--- src/rtl/alarm_pkg.sv ---
// ============================================================================
//  Module      : alarm_pkg
//  Description : Shared note periods, duration units and player state type
//                for the alarm melody table and the alarm player.
//  Revision    : 1.0  initial release
// ============================================================================
`default_nettype none

package alarm_pkg;

    localparam int NOTE_W = 20;
    localparam int DUR_W  = 5;
    localparam int IDX_W  = 6;

    // Full tone periods in 100 MHz clock cycles
    localparam logic [NOTE_W-1:0] C4 = 20'd382219;
    localparam logic [NOTE_W-1:0] D4 = 20'd340530;
    localparam logic [NOTE_W-1:0] E4 = 20'd303370;
    localparam logic [NOTE_W-1:0] F4 = 20'd286344;
    localparam logic [NOTE_W-1:0] G4 = 20'd255102;
    localparam logic [NOTE_W-1:0] C5 = 20'd191113;
    localparam logic [NOTE_W-1:0] SP = 20'd0;

    // Durations in 0.125 s ticks; FOUR saturates at the largest 5-bit count
    localparam logic [DUR_W-1:0] QUARTER = 5'd2;
    localparam logic [DUR_W-1:0] HALF    = 5'd4;
    localparam logic [DUR_W-1:0] ONE     = 5'd8;
    localparam logic [DUR_W-1:0] TWO     = 5'd16;
    localparam logic [DUR_W-1:0] FOUR    = 5'd31;

    typedef enum logic [1:0] {
        IDLE = 2'd0,
        LOAD = 2'd1,
        PLAY = 2'd2
    } player_state_t;

    // A period of 0 or 1 cannot produce a half-period, so it is a rest
    function automatic logic is_rest(input logic [NOTE_W-1:0] period);
        return (period <= 20'd1);
    endfunction

endpackage

`default_nettype wire

--- src/rtl/alarm_player_tone_gen.sv ---
// ============================================================================
//  Module      : tone_gen
//  Description : Square-wave generator; toggles speaker every period/2 cycles
//                while enabled, silent and cleared on rest or disable.
//  Revision    : 1.0  initial release
// ============================================================================
`default_nettype none

module tone_gen
    import alarm_pkg::*;
(
    input  logic              clk,
    input  logic              rst_n,
    input  logic              en,
    input  logic [19:0]       period,
    output logic              speaker
);

    logic [18:0] w_half;
    logic [18:0] tone_cnt_q, tone_cnt_d;
    logic        speaker_q, speaker_d;

    assign w_half = period[19:1];

    // Half-period counter; speaker flips each time the counter wraps
    always_comb begin
        tone_cnt_d = tone_cnt_q;
        speaker_d  = speaker_q;
        if (!en || is_rest(period)) begin
            tone_cnt_d = '0;
            speaker_d  = 1'b0;
        end else if (tone_cnt_q == w_half - 19'd1) begin
            tone_cnt_d = '0;
            speaker_d  = ~speaker_q;
        end else begin
            tone_cnt_d = tone_cnt_q + 19'd1;
        end
    end

    // Counter and speaker registers
    always_ff @(posedge clk or negedge rst_n) begin
        if (!rst_n) begin
            tone_cnt_q <= '0;
            speaker_q  <= 1'b0;
        end else begin
            tone_cnt_q <= tone_cnt_d;
            speaker_q  <= speaker_d;
        end
    end

    assign speaker = speaker_q;

endmodule

`default_nettype wire

--- src/rtl/alarm_player.sv ---
// ============================================================================
//  Module      : alarm_player
//  Description : Walks the melody table, latches each note/duration, times
//                the entry in ticks and drives the tone generator.
//  Revision    : 1.0  initial release
// ============================================================================
`default_nettype none

module alarm_player
    import alarm_pkg::*;
#(
    parameter int TICK_CYCLES = 12_500_000,
    parameter int SONG_LEN    = 20,
    parameter int LOOP        = 0
) (
    input  logic              clk,
    input  logic              rst_n,
    input  logic              start,
    input  logic              stop,
    input  logic [19:0]       note_in,
    input  logic [4:0]        dur_in,
    output logic [5:0]        number_out,
    output logic              speaker,
    output logic              busy,
    output logic              done
);

    localparam int TICK_W = (TICK_CYCLES > 1) ? $clog2(TICK_CYCLES) : 1;
    localparam logic [TICK_W-1:0] TICK_LAST = TICK_W'(TICK_CYCLES - 1);
    localparam logic [5:0]        LAST_IDX  = 6'(SONG_LEN - 1);

    generate
        if (SONG_LEN < 1 || SONG_LEN > 64) begin : g_bad_song_len
            $error("alarm_player: SONG_LEN must be in 1..64");
        end
        if (TICK_CYCLES < 1) begin : g_bad_tick
            $error("alarm_player: TICK_CYCLES must be at least 1");
        end
    endgenerate

    player_state_t     state_q, state_d;
    logic [5:0]        number_q, number_d;
    logic [19:0]       note_q, note_d;
    logic [4:0]        dur_q, dur_d;
    logic [TICK_W-1:0] tick_q, tick_d;
    logic [4:0]        dur_cnt_q, dur_cnt_d;
    logic              busy_q, busy_d;
    logic              done_q, done_d;
    logic              w_advance;
    logic              w_tone_en;

    // Next-state: sequencing, entry timing, index advance and abort
    always_comb begin
        state_d   = state_q;
        number_d  = number_q;
        note_d    = note_q;
        dur_d     = dur_q;
        tick_d    = tick_q;
        dur_cnt_d = dur_cnt_q;
        done_d    = 1'b0;
        w_advance = 1'b0;

        case (state_q)
            IDLE: begin
                number_d = '0;
                if (start) begin
                    state_d = LOAD;
                end
            end
            LOAD: begin
                note_d    = note_in;
                dur_d     = dur_in;
                tick_d    = '0;
                dur_cnt_d = '0;
                if (dur_in == 5'd0) begin
                    w_advance = 1'b1;
                end else begin
                    state_d = PLAY;
                end
            end
            PLAY: begin
                if (tick_q == TICK_LAST) begin
                    tick_d = '0;
                    if (dur_cnt_q == dur_q - 5'd1) begin
                        w_advance = 1'b1;
                    end else begin
                        dur_cnt_d = dur_cnt_q + 5'd1;
                    end
                end else begin
                    tick_d = tick_q + 1'b1;
                end
            end
            default: begin
                state_d = IDLE;
            end
        endcase

        if (w_advance) begin
            if (number_q < LAST_IDX) begin
                number_d = number_q + 6'd1;
                state_d  = LOAD;
            end else begin
                number_d = '0;
                if (LOOP != 0) begin
                    state_d = LOAD;
                end else begin
                    state_d = IDLE;
                    done_d  = 1'b1;
                end
            end
        end

        // Abort overrides everything, including a start in the same cycle
        if (stop) begin
            state_d   = IDLE;
            number_d  = '0;
            tick_d    = '0;
            dur_cnt_d = '0;
            done_d    = 1'b0;
        end

        busy_d = (state_d != IDLE);
    end

    // State, counters and registered outputs
    always_ff @(posedge clk or negedge rst_n) begin
        if (!rst_n) begin
            state_q   <= IDLE;
            number_q  <= '0;
            note_q    <= '0;
            dur_q     <= '0;
            tick_q    <= '0;
            dur_cnt_q <= '0;
            busy_q    <= 1'b0;
            done_q    <= 1'b0;
        end else begin
            state_q   <= state_d;
            number_q  <= number_d;
            note_q    <= note_d;
            dur_q     <= dur_d;
            tick_q    <= tick_d;
            dur_cnt_q <= dur_cnt_d;
            busy_q    <= busy_d;
            done_q    <= done_d;
        end
    end

    // Tone runs only on edges that stay in PLAY, so leaving PLAY (entry end
    // or abort) lands the speaker at 0 rather than letting it toggle once more
    assign w_tone_en = (state_q == PLAY) && (state_d == PLAY);

    tone_gen u_tone_gen (
        .clk     (clk),
        .rst_n   (rst_n),
        .en      (w_tone_en),
        .period  (note_q),
        .speaker (speaker)
    );

    assign number_out = number_q;
    assign busy       = busy_q;
    assign done       = done_q;

endmodule

`default_nettype wire

--- config.mk ---
export PLATFORM = sky130hd
export DESIGN_NAME = alarm_player
export DESIGN_NICKNAME = d
export VERILOG_FILES = /design/src/rtl/alarm_pkg.sv /design/src/rtl/alarm_player_tone_gen.sv /design/src/rtl/alarm_player.sv
export SDC_FILE = /design/constraint.sdc
export NUM_CORES = 1
export LEC_CHECK = 0
export CORE_AREA = 2 2 77 152
export DETAILED_ROUTE_END_ITERATION = 16
export DIE_AREA = 0 0 79 154
export GPL_ROUTABILITY_DRIVEN = 0
export MAX_ROUTING_LAYER = met4
export PLACE_DENSITY_LB_ADDON = 0.08
export SYNTH_ARGS = -nofsm -noshare
export SYNTH_HDL_FRONTEND = slang
export SYNTH_SLANG_ARGS = --single-unit
--- constraint.sdc ---
create_clock -name clk -period 5.5 [get_ports clk]
set_input_delay 0.825 -clock clk [delete_from_list [all_inputs] [get_ports clk]]
set_output_delay 0.825 -clock clk [all_outputs]
set_load 0.005 [all_outputs]
Word-level counts from Yosys, hierarchy flattened --
Index checks and enable logic that the tools add are counted.
Word-level totals: memories kept 0, bits in registers 84, input port bits 29, latch bits 0, bits in read-only memories 0, word-level logic and storage cells 65, output and inout bits 9, bits in writable memories 0
Operators by class: add/sub/neg operators 6, shift-type cells 0, bitwise gates (word level) 1, divide/modulo/power cells 0, mux-type cells 28, $lt $le $gt $ge 2, reduce and logical (&&, ||, !) cells 10, equality and inequality tests 8, multiply operators 0
Operators by type and width (number):
- 24-bit two-way mux | 2
- 24-bit case mux with 2 select lines | 1
- 19-bit two-way mux | 2
- 24-bit by 1-bit adder with 24-bit output, second input constant | 1
- 24-bit equality test, second input constant | 1
- 6-bit two-way mux | 4
- 20-bit by 1-bit <= comparator with 1-bit output, second input constant | 1
- 19-bit by 1-bit adder with 19-bit output, second input constant | 1
- 19-bit equality test | 1
- 19-bit by 1-bit subtractor with 19-bit output, second input constant | 1
- 5-bit two-way mux | 3
- 5-bit case mux with 2 select lines | 1
- 1-bit two-way mux | 9
- 2-bit two-way mux | 4
- 6-bit by 1-bit adder with 6-bit output, second input constant | 1
- 6-bit by 5-bit less-than comparator with 1-bit output, second input constant | 1
- 3-bit != test, second input constant | 2
- 2-bit case mux with 3 select lines | 1
- 3-bit nonzero test | 2
- 5-bit by 1-bit adder with 5-bit output, second input constant | 1
- 5-bit equality test | 1
- 5-bit logical NOT | 1
- 5-bit by 1-bit subtractor with 5-bit output, second input constant | 1
- 2-bit equality test, second input constant | 2
- 9 further kinds | 10

Depth between registers and ports, before layout --
Gate-level depths: netlist (run 1).
depth in word-level cells 12, gate-level depth with buffers 10

By module --
Synthesis (run 1) repeated with hierarchy kept, for this count alone.
Second synthesis, totals: cell total of the unflattened synthesis 502, area, all modules 4947.2 sq um
By module, submodules not included:
- alarm_player | area each 3271.9 sq um, times used 1, sequential area each 1601.5 sq um, cells an instance 310
- tone_gen | area each 1675.4 sq um, times used 1, sequential area each 500.5 sq um, cells an instance 192

Least setup slack after synthesis (run 1) --
No wires, ideal clock.
path kind register to register, from register note_q[1], to register u_tone_gen.speaker_q, in the netlist u_tone_gen.speaker, arrival time 2.737 ns, setup time 0.127 ns, cell stages (with the launch flop) 11, path slack 2.635 ns, clock period less this slack 2.865 ns, path through dfrtp_1 -> inv_1 -> ha_1 -> nor3b_2 -> nand2_1 -> a211o_1 -> a211o_1 -> or4_4 -> a211oi_2 -> buf_6 -> mux2_1
Between the ends: word-level cells in the longest chain between the ends 3, elaborated cells on any way between the ends 6, classes of those cells add/sub (1); order compare (1); eq/ne (1); mux (1); reduce/logical (2)
Ends and longest elaborated chain:
- start, declared | RTL line alarm_player.sv:43 | logic [19:0] note_q, note_d;
- start signal, assigned | RTL line alarm_player.sv:139 | note_q <= note_d;
- 19-bit by 1-bit subtractor with 19-bit output / 20-bit by 1-bit <= comparator with 1-bit output (equally long branches) | RTL line alarm_player_tone_gen.sv:32, alarm_pkg.sv:39
- 19-bit equality test / 1-bit logical OR (equally long branches) | RTL line alarm_player_tone_gen.sv:32, alarm_player_tone_gen.sv:29
- 2-bit nonzero test (no line) / 1-bit two-way mux (equally long branches)
- end signal, assigned | RTL line alarm_player_tone_gen.sv:47 | speaker_q <= speaker_d;
- end, declared | RTL line alarm_player_tone_gen.sv:21 | logic speaker_q, speaker_d;
Parallel ways exist; a longest one is shown, timed or not. A chain may end at the register's enable or synchronous reset.

Worst setup path after layout (run 1) --
from input stop, to register u_tone_gen.tone_cnt_q[14]
Between the ends: word-level cells in the longest chain between the ends 6
Ends and longest elaborated chain:
- start, declared | RTL line alarm_player.sv:19 | input logic stop,
- 2-bit two-way mux | RTL line alarm_player.sv:114 | if (stop) begin
- 2-bit equality test | RTL line alarm_player.sv:150 | assign w_tone_en = (state_q == PLAY) && (state_d == PLAY);
- 1-bit logical AND | RTL line alarm_player.sv:150
- 1-bit logical NOT | RTL line alarm_player_tone_gen.sv:29 | if (!en || is_rest(period)) begin
- 1-bit logical OR | RTL line alarm_player_tone_gen.sv:29
- 19-bit two-way mux | RTL line alarm_player_tone_gen.sv:29
- via u_tone_gen.tone_cnt_d[14] | RTL line alarm_player_tone_gen.sv:20 | logic [18:0] tone_cnt_q, tone_cnt_d;
- end signal, assigned | RTL line alarm_player_tone_gen.sv:46 | tone_cnt_q <= tone_cnt_d;
- end, declared | RTL line alarm_player_tone_gen.sv:20
The timed path passes the listed nets, and every way through them passes these cells.

==> results of run 1 <==
==> placed cells by master, fill, tap and decap left out, types with 4 or more instances in the layout <==
master	count
dfrtp_1	83
nand2_1	44
nor2_1	44
clkdlybuf4s50_1	35
xnor2_1	34
xor2_1	30
o21ai_0	28
nand3_1	23
mux2_2	19
nor4_1	18
nand4_1	15
a21oi_1	15
inv_1	14
or4_1	13
nor3_1	11
ha_1	11
clkbuf_16	9
nand2b_1	7
or3_1	6
buf_4	6
and2_1	5
and4_1	5
o31ai_1	5
nor4b_1	4
nor3b_1	4
nand3b_1	4
==> flip-flops by register name, summed over array words and instances (netlist names) <==
name	cells
tick_q	24
note_q	19
u_tone_gen.tone_cnt_q	19
number_out	6
dur_cnt_q	5
dur_q	5
state_q	2
busy	1
done	1
u_tone_gen.speaker	1
==> cells by family after synthesis <==
| family | Yosys count | synth area share, % |
|---|---|---|
| flip-flops | 83 | 43.0 |
| AND/OR/NAND/NOR | 221 | 25.5 |
| AO/OA/AOI/OAI | 68 | 8.65 |
| buffers and inverters | 32 | 2.69 |
| adder cells (fa/ha/maj) | 11 | 2.85 |
| multiplexers | 23 | 5.28 |
| XOR/XNOR | 65 | 12.1 |
==> report_power, final <==
part | internal [µW] | total (µW) | switching, µW
combinational | 345 | 711 | 367
sequential | 718 | 869 | 150
clock | 389 | 632 | 242
==> cells in the mapped netlist, types with 2 or more instances <==
master	n	share of area, %
dfrtp_1	83	43
nand2_1	44	3.4
nor2_1	44	3.4
xnor2_1	34	6.2
xor2_1	30	5.4
o21ai_0	28	2.9
nand3_1	23	2.4
mux2_2	19	4.4
nor4_1	18	2.3
a21oi_1	15	1.6
nand4_1	15	1.9
clkbuf_1	14	1.1
inv_1	14	1.1
or4_1	13	2.0
ha_1	11	2.8
nor3_1	11	1.1
nand2b_1	7	0.91
or3_1	6	0.78
and2_1	5	0.65
and4_1	5	0.91
o31ai_1	5	0.78
nand3b_1	4	0.62
nor3b_1	4	0.62
nor4b_1	4	0.73
a211o_1	3	0.54
mux2i_1	3	0.62
nor2b_1	3	0.39
o2111ai_1	3	0.54
o211ai_1	3	0.47
or3b_2	3	0.54
or4b_2	3	0.62
a31oi_1	2	0.26
buf_2	2	0.21
==> per-layer routing <==
metal | GRT usage, % | share of wire (%)
met5 | - | 0
met4 | 9.20 | 3.3
met3 | 2.64 | 2.1
met2 | 38.5 | 58
met1 | 19.9 | 36
==> worst max path at each step <==
stage	from	end	slack [ns]	cells past startpoint
floorplan	note_q[1]$_DFFE_PN0P_	u_tone_gen.speaker$_DFFE_PN0P_	2.64	10
global placement	stop	u_tone_gen.tone_cnt_q[13]$_DFF_PN0_	1.87	6
detailed placement	stop	u_tone_gen.tone_cnt_q[13]$_DFF_PN0_	1.84	6
CTS	stop	u_tone_gen.tone_cnt_q[13]$_DFF_PN0_	2.20	6
global route	note_q[1]$_DFFE_PN0P_	u_tone_gen.speaker$_DFFE_PN0P_	1.96	10
finish	stop	u_tone_gen.tone_cnt_q[14]$_DFF_PN0_	2.19	6
==> metrics by stage <==
stage                     instance area, µm²  hold WS (ns)  utilization [%]
after floorplan                         4830         0.457                -
after global placement                  5330         0.496             48.7
after detailed placement                5330         0.491             48.7
after CTS                               5640         0.372             51.6
after global routing                    5640         0.383             51.6
final                                   5640         0.364             51.6
==> cell type report <==
| class | instances | area share (%) |
|---|---|---|
| well taps | 140 | 3.10 |
| clock inverters | 3 | 0.798 |
| multi-input cells | 388 | 46.6 |
| flip-flops and latches | 83 | 36.8 |
| inverters | 14 | 0.931 |
| clock buffers | 13 | 4.79 |
| repair buffers | 41 | 7.01 |
==> flow_summary.toml, run 1 <==
[detailed_routing]
avgViaCountPerCell = 5.70
finalWirelength_um = 11600
drc = 0
drtPass1Iterations = 4
post_drt_wl_per_cell_um = 16.9
drtAntennaViolNets = 0
vias = 3887
first_iter_violations = 210

[sta]
tns_ns = 0
worstMarginPinSlew_ns = 1.04
setup_ws_ns = 2.19
max_freq_mhz = 302
setup_viol = 0
finalHoldViolCount = 0
slew_headroom_pct = 30.2
finClkSkew_ns = 0.00756
finalCriticalPeriod_ns = 3.31
finalCritPeriodShare_pct = 60.2
rsz0062_at_grt = "no"
slew_viol_final = 0

[synthesis]
synthArstFlopShare_pct = 100
syn_inst = 503
ys_seq_area_share_pct = 43.0
netlist_area_um2 = 4830
postSynthAreaPerCell_um2 = 9.60
synthFlopType = "dfrtp_1"
ys_types = 55
ys_seq_elements = 83
synth-edff-count = 0
syn_nets = 543
yosysWarnings = 0

[die]
core_area_um2 = 10900
design.die.area_um2 = 12200
die_y_um = 154
start_util_pct = 44.1
ios = 38
die_w_um = 79
row_count = 54

[cts]
holdBufCountCts = 0
numCtsBuffers = 9
clk_pin_slew_worst_paths_ns = 0.06
post_cts_buffers = 0
cts_buffer_depth = 2
clock_sinks = 83
cts_tree = "built"
insertion_delay_ns = 0.34
cts_htree_levels = 3
clock-root-buffer = "clkbuf_16"
postCtsResizedCells = 0

[critical_path]
critPathBufInv = 1
critPathMaxStageDelay_ns = 0.76
r2r_slack_ns = 2.21
critPathSlowestCell = "or4b_2"
crit_chain = "clkdlybuf4s50_1, nand2b_1, nor2_1, or4b_2, or2_2, nor4_1"
worstSetupStartpointType = "input port"
critPathCaptureType = "register"
r2r-start = "note_q[1]$_DFFE_PN0P_"
path_delay_family = "simple AND/OR/NAND/NOR gates"
cp.required_ns = 5.72
worstPathArrival_ns = 3.54
ff2ff_path_depth = 10
critPathKind = "input port to register"
r2r_end = "u_tone_gen.speaker$_DFFE_PN0P_"
cp_max_fo = 15

[global_route]
grt_pass1_vias = 3980
antenna_found_initial = 0
grt_util_all_layers_pct = 20.3
grt_overflow_total = 0
grt_max_degree = 64
grt_first_pass_wirelength_um = 19000

[finish]
fill_cells = 1032
nNetsFinal = 577
register_area_um2 = 2080
antennaDiodeCount = 0
syn2layout_area_growth_pct = 16.8
drive_above_1_share_pct = 10.1
multi_input_area_um2 = 2630
layout.cells.non_filler = 682

[placed_design]
dpl_worst_slack_ns = 1.84
dp_hpwl_um = 8590
port_buffers = 36
dp_cells = 666

[power]
p_leak_uw = 0.00221
power.density_nw_per_um2 = 392
max-vdd-ir-drop_mv = 0.291
p_total_uw = 2210

[min_path]
hp-class = "input port to async pin"

[outcome]
status = "complete, no violations"

[job]
timing.max_cap.violations = 0
Power figures use the tool's default switching activity.
==> run 2: changes to the inputs <==
==> constraint.sdc (replaced) <==
create_clock -name clk -period 3.4 [get_ports clk]
set_input_delay 0.51 -clock clk [delete_from_list [all_inputs] [get_ports clk]]
set_output_delay 0.51 -clock clk [all_outputs]
set_load 0.005 [all_outputs]
==> run 2 against run 1 <==
Effect of this change: sequential share of layout area down 0.40 points; via count grew 0.28%; sequential cell count stayed put; critical endpoint is now u_tone_gen.speaker$_DFFE_PN0P_; clock skew is 0.0016 ns lower; wire length increased by 3.9%; worst hold slack worse by 0.20 ns; cell area increased by 1.1%; utilization up 0.56 points.
==> flow_summary.toml, run 2 (synthesis results as in run 1) <==
[die]
core_area_um2 = 10900
ios = 38
start_util_pct = 44.1
die_w_um = 79
row_count = 54
die_y_um = 154
design.die.area_um2 = 12200

[critical_path]
critPathCaptureType = "register"
critPathKind = "register to register"
r2r_end = "u_tone_gen.speaker$_DFFE_PN0P_"
path_delay_family = "simple AND/OR/NAND/NOR gates"
critPathBufInv = 1
critPathSlowestCell = "or4_4"
r2r-start = "note_q[1]$_DFFE_PN0P_"
cp.required_ns = 3.61
worstPathArrival_ns = 3.34
worstSetupStartpointType = "register"
r2r_slack_ns = 0.27
cp_common_cell = "a211o_1"
ff2ff_path_depth = 9
crit_chain = "inv_1, ha_1, nor3b_4, nand2_1, a211o_1, a211o_1, or4_4, a211oi_2, mux2_1"
cp_max_fo = 6
critPathMaxStageDelay_ns = 0.51

[finish]
layout.cells.non_filler = 690
fill_cells = 1055
drive_above_1_share_pct = 11.3
syn2layout_area_growth_pct = 18.1
top_regs = "tick_q: 24 flops, note_q: 19 flops, u_tone_gen.tone_cnt_q: 19 flops"
layout_commonest_cell = "dfrtp_1"
fin_util_pct = 52.1
final_cell_mix = "dfrtp_1 (83), nand2_1 (44), nor2_1 (44)"
largest-register = "tick_q"
nNetsFinal = 585
antennaDiodeCount = 0
largest_reg_flops = 24

[cts]
clk_pin_slew_worst_paths_ns = 0.06
cts_htree_levels = 3
insertion_delay_ns = 0.34
holdBufCountCts = 0
numCtsBuffers = 9
cts_buffer_depth = 2
clock_sinks = 83
cts_tree = "built"
post_cts_buffers = 0
clock-root-buffer = "clkbuf_16"

[detailed_routing]
first_iter_violations = 143
post_drt_wl_per_cell_um = 17.4
drtPass1Iterations = 4
drc = 0
finalWirelength_um = 12000
vias = 3898
avgViaCountPerCell = 5.65
drtAntennaViolNets = 0

[placed_design]
dp_cells = 674
dp_hpwl_um = 9020
dpl_worst_slack_ns = 0.209
port_buffers = 36

[sta]
finalCriticalPeriod_ns = 3.13
rsz0062_at_grt = "no"
setup_viol = 0
tns_ns = 0
finalHoldViolCount = 0
slew_headroom_pct = 35.6
finalCritPeriodShare_pct = 92.0
finClkSkew_ns = 0.00592
holdWs_ns = 0.169
slew_viol_final = 0
worstMarginPinSlew_ns = 0.962
max_freq_mhz = 320
setup_ws_ns = 0.272

[global_route]
grt_overflow_total = 0
grt_first_pass_wirelength_um = 19900
grt_util_all_layers_pct = 21.5
antenna_found_initial = 0
grt_pass1_vias = 4212
grt_max_degree = 45

[min_path]
hp-class = "input port to async pin"

[job]
timing.max_cap.violations = 0

[power]
max-vdd-ir-drop_mv = 0.337
power.density_nw_per_um2 = 636
p_leak_uw = 0.00225

[outcome]
status = "complete, no violations"
-- run 2: report_power, final --
group / internal (µW) / switching, µW / total (µW)
Combinational: 579 / 604 / 1180
Sequential: 1160 / 246 / 1410
Clock: 641 / 392 / 1030
-- run 2: repair_timing --
action / CTS / global route
gates resized for setup: 0 / 1
endpoints found under the hold margin: 0 / 0
setup endpoints to repair: 0 / 2
-- run 2: layout make-up --
| class | instances | area (µm²) | share of cell area, % |
|---|---|---|---|
| Multi-Input combinational cell | 388 | 2630 | 46.2 |
| Sequential cell | 83 | 2080 | 36.4 |
| Timing Repair Buffer | 49 | 455 | 7.98 |
| Clock buffer | 11 | 233 | 4.08 |
| Tap cell | 140 | 175 | 3.07 |
| Clock inverter | 5 | 77.6 | 1.36 |
| Inverter | 14 | 52.6 | 0.921 |
-- run 2: routing by layer --
layer / GRT usage, % / routed length, µm
met2: 42.0 / 7150
met4: 9.69 / 370
met5: - / 0
met3: 2.76 / 195
met1: 19.8 / 4280
-- run 2: worst max-delay path by stage --
stage                                                    end  slack, ns                   from  depth (start not counted)
after global placement    u_tone_gen.tone_cnt_q[8]$_DFF_PN0_       0.26  note_q[1]$_DFFE_PN0P_                         10
after CTS                 u_tone_gen.tone_cnt_q[8]$_DFF_PN0_       0.18  note_q[1]$_DFFE_PN0P_                         10
final                         u_tone_gen.speaker$_DFFE_PN0P_       0.27  note_q[1]$_DFFE_PN0P_                          9
after floorplan               u_tone_gen.speaker$_DFFE_PN0P_       0.54  note_q[1]$_DFFE_PN0P_                         10
after detailed placement  u_tone_gen.tone_cnt_q[8]$_DFF_PN0_       0.21  note_q[1]$_DFFE_PN0P_                         10
after global routing      u_tone_gen.tone_cnt_q[8]$_DFF_PN0_       0.07  note_q[1]$_DFFE_PN0P_                         10
-- run 2: stage by stage --
step	total power (µW)	instance area, µm²
after floorplan	2250	4830
after detailed placement	2620	5390
final	3630	5700
after global routing	3860	5700
after global placement	2570	5390
after CTS	3660	5700
-- run 2: worst register-to-register path: cells and delay by family (launching register included) --
kind,cells,cell delay [ns]
and+or+nand+nor,3,1.00
AOI/OAI and AO/OA,3,0.91
DFF,1,0.43
muxes,1,0.38
adders and majority gates,1,0.19
buffers and inverters,1,0.09
==> patch 1 (settings of run 2) <==
Set the parameter `LOOP` to 1 (it was 0).
--- a/src/rtl/alarm_player.sv
+++ b/src/rtl/alarm_player.sv
@@ -13,3 +13,3 @@
     parameter int SONG_LEN    = 20,
-    parameter int LOOP        = 0
+    parameter int LOOP        = 1
 ) (
Check against the original RTL: same outputs for any inputs over 10 cycles, from zero or initial values and one cycle with rst_n low; that may be too few to reach the edited logic, so the function may still have changed.
==> patch 1 against run 2 <==
Fmax up 7.1%. Area after synthesis about the same. Power down 4.3%. Setup slack better by 210 ps. First-iteration DRC count up 35%. Cell area down 1.2%. Routed wire length up 2.3%. Synthesized cell count down 0.99%. Final cell count down 1.4%. Critical path depth down 2. Sequential share of layout area about the same. Sequential cell count down 1.
==> patch 1: results (changes against run 2) <==
stage	metric	value	unit	change
place	DP Cell Count	666		-1.2%
synth	top post-synthesis cells by count	dfrtp_1 (82), nor2_1 (44), nand2_1 (38)		
status	status	finished, final reports clean		
global_routing	first-pass GRT wire length	20500	µm	+2.8%
route	met2 wire len	7370	µm	+3.0%
route	WL per Instance	18.1	µm	+3.8%
synth	Post-Syn Area per Cell	9.69	µm²	+0.93%
route	wire length on met3	236	µm	+21%
global_routing	grt met3 use	4.17	%	+1.4 points
route	Routed WL	12300	µm	+2.3%
place	I/O Buffers	35		-2.8%
sta	max_slew headroom	44.1	%	+8.5 points
synth	Synth cell types	63		+15%
place	pre-CTS setup slack	476	ps	+267 ps
route	vias	3820		-2.0%
critical_path	CP Max Fanout	7		+1
route	1st-iter DRT viols	193		+35%
power	P_leak	0.00226	µW	+0.32%
finish	nets@finish	577		-1.4%
place	Post-DP Area	5330	µm²	-1.1%
synth	Synth Net Count	538		-0.92%
sta	clock skew	5.45	ps	-0.465 ps
global_routing	met1 GRT Util	20.3	%	+0.50 points
power	switching fraction of total power	33.9	%	-0.36 points
global_routing	vias in the first global route	4111		-2.4%
power	maximum vdd drop	0.365	mV	+8.4%
global_routing	Total GRT Usage	22.4	%	+0.91 points
route	DRT met1 WL	4200	µm	-1.9%
synth	Area contributors post-synth	dfrtp_1 (43%), xnor2_1 (6.2%), xor2_1 (6.0%)		
global_routing	Global Route met2 Usage	43.3	%	+1.3 points
-- patch 1: changes by cell type after synthesis, sizes merged, moves of 5 or more --
cell,run 2,this run
and3,1,6
nand3,23,28
or4,14,2
nand2b,7,0
a21oi,15,9
inv,14,20
nor3,12,33
nor4,20,3
-- patch 1: cell type report --
cell class                 count  area (µm²)
clock buffer                  11         243
clock inverter                 3        65.1
fill                        1058        5310
inverter                      20        75.1
multi-input combinational    379        2600
sequential                    82        2050
tap                          140         175
timing repair buffer          45         423
-- patch 1: power groups by stage --
stage	logic (µW)	registers [µW]	clock network, µW
finish	1030	1400	1040
CTS	1040	1400	1060
global placement	1000	1410	0
global route	1150	1420	1110
detailed placement	1030	1420	0
floorplan	822	1300	0
-- patch 1: kinds of logic after synthesis --
| family | after synthesis | synth area share (%) |
|---|---|---|
| and+or+nand+nor | 212 | 24.2 |
| DFF | 82 | 42.5 |
| xor gates and xnor gates | 68 | 12.6 |
| AOI/OAI and AO/OA | 64 | 8.94 |
| buffers and inverters | 37 | 3.60 |
| muxes | 23 | 5.24 |
| adders and majority gates | 11 | 2.85 |
| other | 1 | 0.0777 |
-- patch 1: worst paths after layout --
path | from | to | slack [ps] | depth (start not counted)
min in group clk | dur_q[4] | dur_q[4] | 540 | 1
max reg2reg | tick_q[5] | number_out[3] | 480 | 7
max in group asynchronous | rst_n | u_tone_gen.tone_cnt_q[11] | 2430 | 2
max | tick_q[5] | number_out[3] | 480 | 7
min reg2reg | dur_q[4] | dur_q[4] | 540 | 1
min | rst_n | note_q[6] | 270 | 1
-- patch 1: critical path, cell delays in order (launching register included) --
cell     delay [ps]
dfrtp_1         450
or4b_2          680
nor3_1          500
nand3_1         160
o21ai_2         290
nand4_1         320
nor3_1          310
a211o_1         140
==> patch 2 (settings of run 2) <==
Made on the original files. Remove the register `done_q`: a continuous assignment takes its place, so the output `done` follows one clock earlier.
--- a/src/rtl/alarm_player.sv
+++ b/src/rtl/alarm_player.sv
@@ -134,3 +134,2 @@
             busy_q    <= 1'b0;
-            done_q    <= 1'b0;
         end else begin
@@ -143,5 +142,6 @@
             busy_q    <= busy_d;
-            done_q    <= done_d;
         end
     end
+
+    assign done_q = done_d;
 
Check against the original RTL: same outputs for any inputs over 10 cycles, from zero or initial values and one cycle with rst_n low; that may be too few to reach the edited logic, so the function may still have changed.
==> patch 2 against run 2 <==
Routed wire length is 2.1% lower. Setup slack worse by 140 ps. Cell area is 0.44% higher. Core utilization is 0.23 points higher. Worst hold slack better by 3.3 ps. Sequential cell count is 1 lower. Power is 0.30% lower. Area after synthesis is 0.52% lower.
==> patch 2: results (changes against run 2) <==
stage	metric	value	unit	change
status	status	finished, final reports clean		
sta	Setup Viol. Count Final	0		unchanged
global_routing	vias in the first global route	4016		-4.7%
critical_path	CP Max Fanout	2		-4
synth	post-synthesis sequential area ratio	42.7	%	-0.30 points
global_routing	first-pass GRT wire length	19300	µm	-2.9%
global_routing	met1 GRT Util	18.8	%	-0.97 points
critical_path	CP arrival	2760	ps	-580 ps
critical_path	CP max-delay cell	clkdlybuf4s50_1		
synth	Post-Syn Area per Cell	9.57	µm²	-0.32%
critical_path	Worst R2R Start	note_q[1]		
clock_tree	Num CTS Buffers	9		unchanged
route	vias	3872		-0.67%
synth	Area contributors post-synth	dfrtp_1 (43%), xnor2_1 (6.2%), xor2_1 (5.5%)		
clock_tree	Root Driver	clkbuf_16		
finish	Non-Filler Instances	691		+0.14%
finish	Ant. Diodes	0		unchanged
sta	clock skew	4.54	ps	-1.38 ps
place	I/O Buffers	36		unchanged
finish	nets@finish	586		+0.17%
critical_path	Setup crit start	dur_in[0]		
finish	share of layout cells above drive strength 1	12.9	%	+1.6 points
finish	fillers	1071		+1.5%
global_routing	Global Route met2 Usage	41.7	%	-0.32 points
synth	Synth cell types	55		unchanged
power	P_leak	0.00225	µW	-0.11%
place	pre-CTS setup slack	-41.0	ps	-250 ps
route	1st-iter DRT viols	110		-23%
clock_tree	H-Tree Depth	3		unchanged
synth	Synth Net Count	542		-0.18%
global_routing	largest net degree at the start of global routing	47		+4.4%
synth	Yosys Warn Count	0		unchanged
synth	top post-synthesis cells by count	dfrtp_1 (82), nand2_1 (44), nor2_1 (44)		
synth	asr flop ratio synth	100	%	unchanged
global_routing	grt met3 use	3.29	%	+0.53 points
global_routing	Total GRT Usage	21.2	%	-0.29 points
clock_tree	Post-CTS Setup Bufs	0		unchanged
clock_tree	Worst-Skew Late Latency	340	ps	about the same
critical_path	critical path's largest stage delay	530	ps	+20 ps
place	DP Cell Count	675		+0.15%
sta	Least-Margin Pin Slew	945	ps	-16.9 ps
min_path	worst hold path class	input port to async pin		
route	WL per Instance	17.0	µm	-2.3%
place	DP Wirelength	8870	µm	-1.6%
clock_tree	Clk pin slew, worst setup/hold paths	60	ps	about the same
critical_path	FF-to-FF path depth	10		+1
finish	largest registers	tick_q (24), note_q (19), u_tone_gen.tone_cnt_q (19)		
clock_tree	Clock Path Buffers	2		unchanged
route	Pre-antenna DRT Iters	4		unchanged
global_routing	initial antenna violation count	0		unchanged
power	maximum vdd drop	0.464	mV	+38%
clock_tree	CTS resizes	1		+1
## patch 2: cell type report
class,count,area share (%)
repair buffers,51,8.21
clock inverters,6,1.57
inverters,14,0.917
flip-flops and latches,82,35.8
clock buffers,10,4.00
well taps,140,3.06
multi-input cells,388,46.4
## patch 2: path summary, 6_finish.rpt
kind	to	slack, ps
max	done	130
min reg2reg	tick_q[22]	520
min in group clk	tick_q[22]	520
max in group asynchronous	u_tone_gen.tone_cnt_q[1]	2510
min	tick_q[21]	170
max reg2reg	u_tone_gen.speaker	280
## patch 2: logic make-up after synthesis
| kind of cell | count (synthesis) | synth area share, % |
|---|---|---|
| AOI/OAI and AO/OA | 68 | 8.70 |
| xor gates and xnor gates | 65 | 12.1 |
| adders and majority gates | 11 | 2.86 |
| buffers and inverters | 32 | 2.71 |
| DFF | 82 | 42.7 |
| muxes | 23 | 5.31 |
| and+or+nand+nor | 221 | 25.6 |
## patch 2: worst max-delay path: cells and delay by family
| family | cells | cell delay, ps |
|---|---|---|
| AND/OR/NAND/NOR | 4 | 1160 |
| buffers and inverters | 2 | 940 |
| AO/OA/AOI/OAI | 1 | 150 |
## patch 2: per-layer routing
| metal | routed length [µm] | vias up |
|---|---|---|
| met5 | 0 | - |
| met1 | 4020 | 1911 |
| met4 | 410 | 0 |
| met2 | 7090 | 44 |
| li1 | - | 1894 |
| met3 | 217 | 23 |
## patch 2: per-stage QoR
step | area, µm² | util [%]
after floorplan | 4810 | -
after global placement | 5380 | 49.1
after detailed placement | 5380 | 49.1
after CTS | 5700 | 52.1
after global routing | 5730 | 52.3
final | 5730 | 52.3
## patch 2: power by group
group / internal [µW] / switching (µW)
sequential: 1150 / 240
combinational: 573 / 603
clock: 646 / 402
total: 2370 / 1250
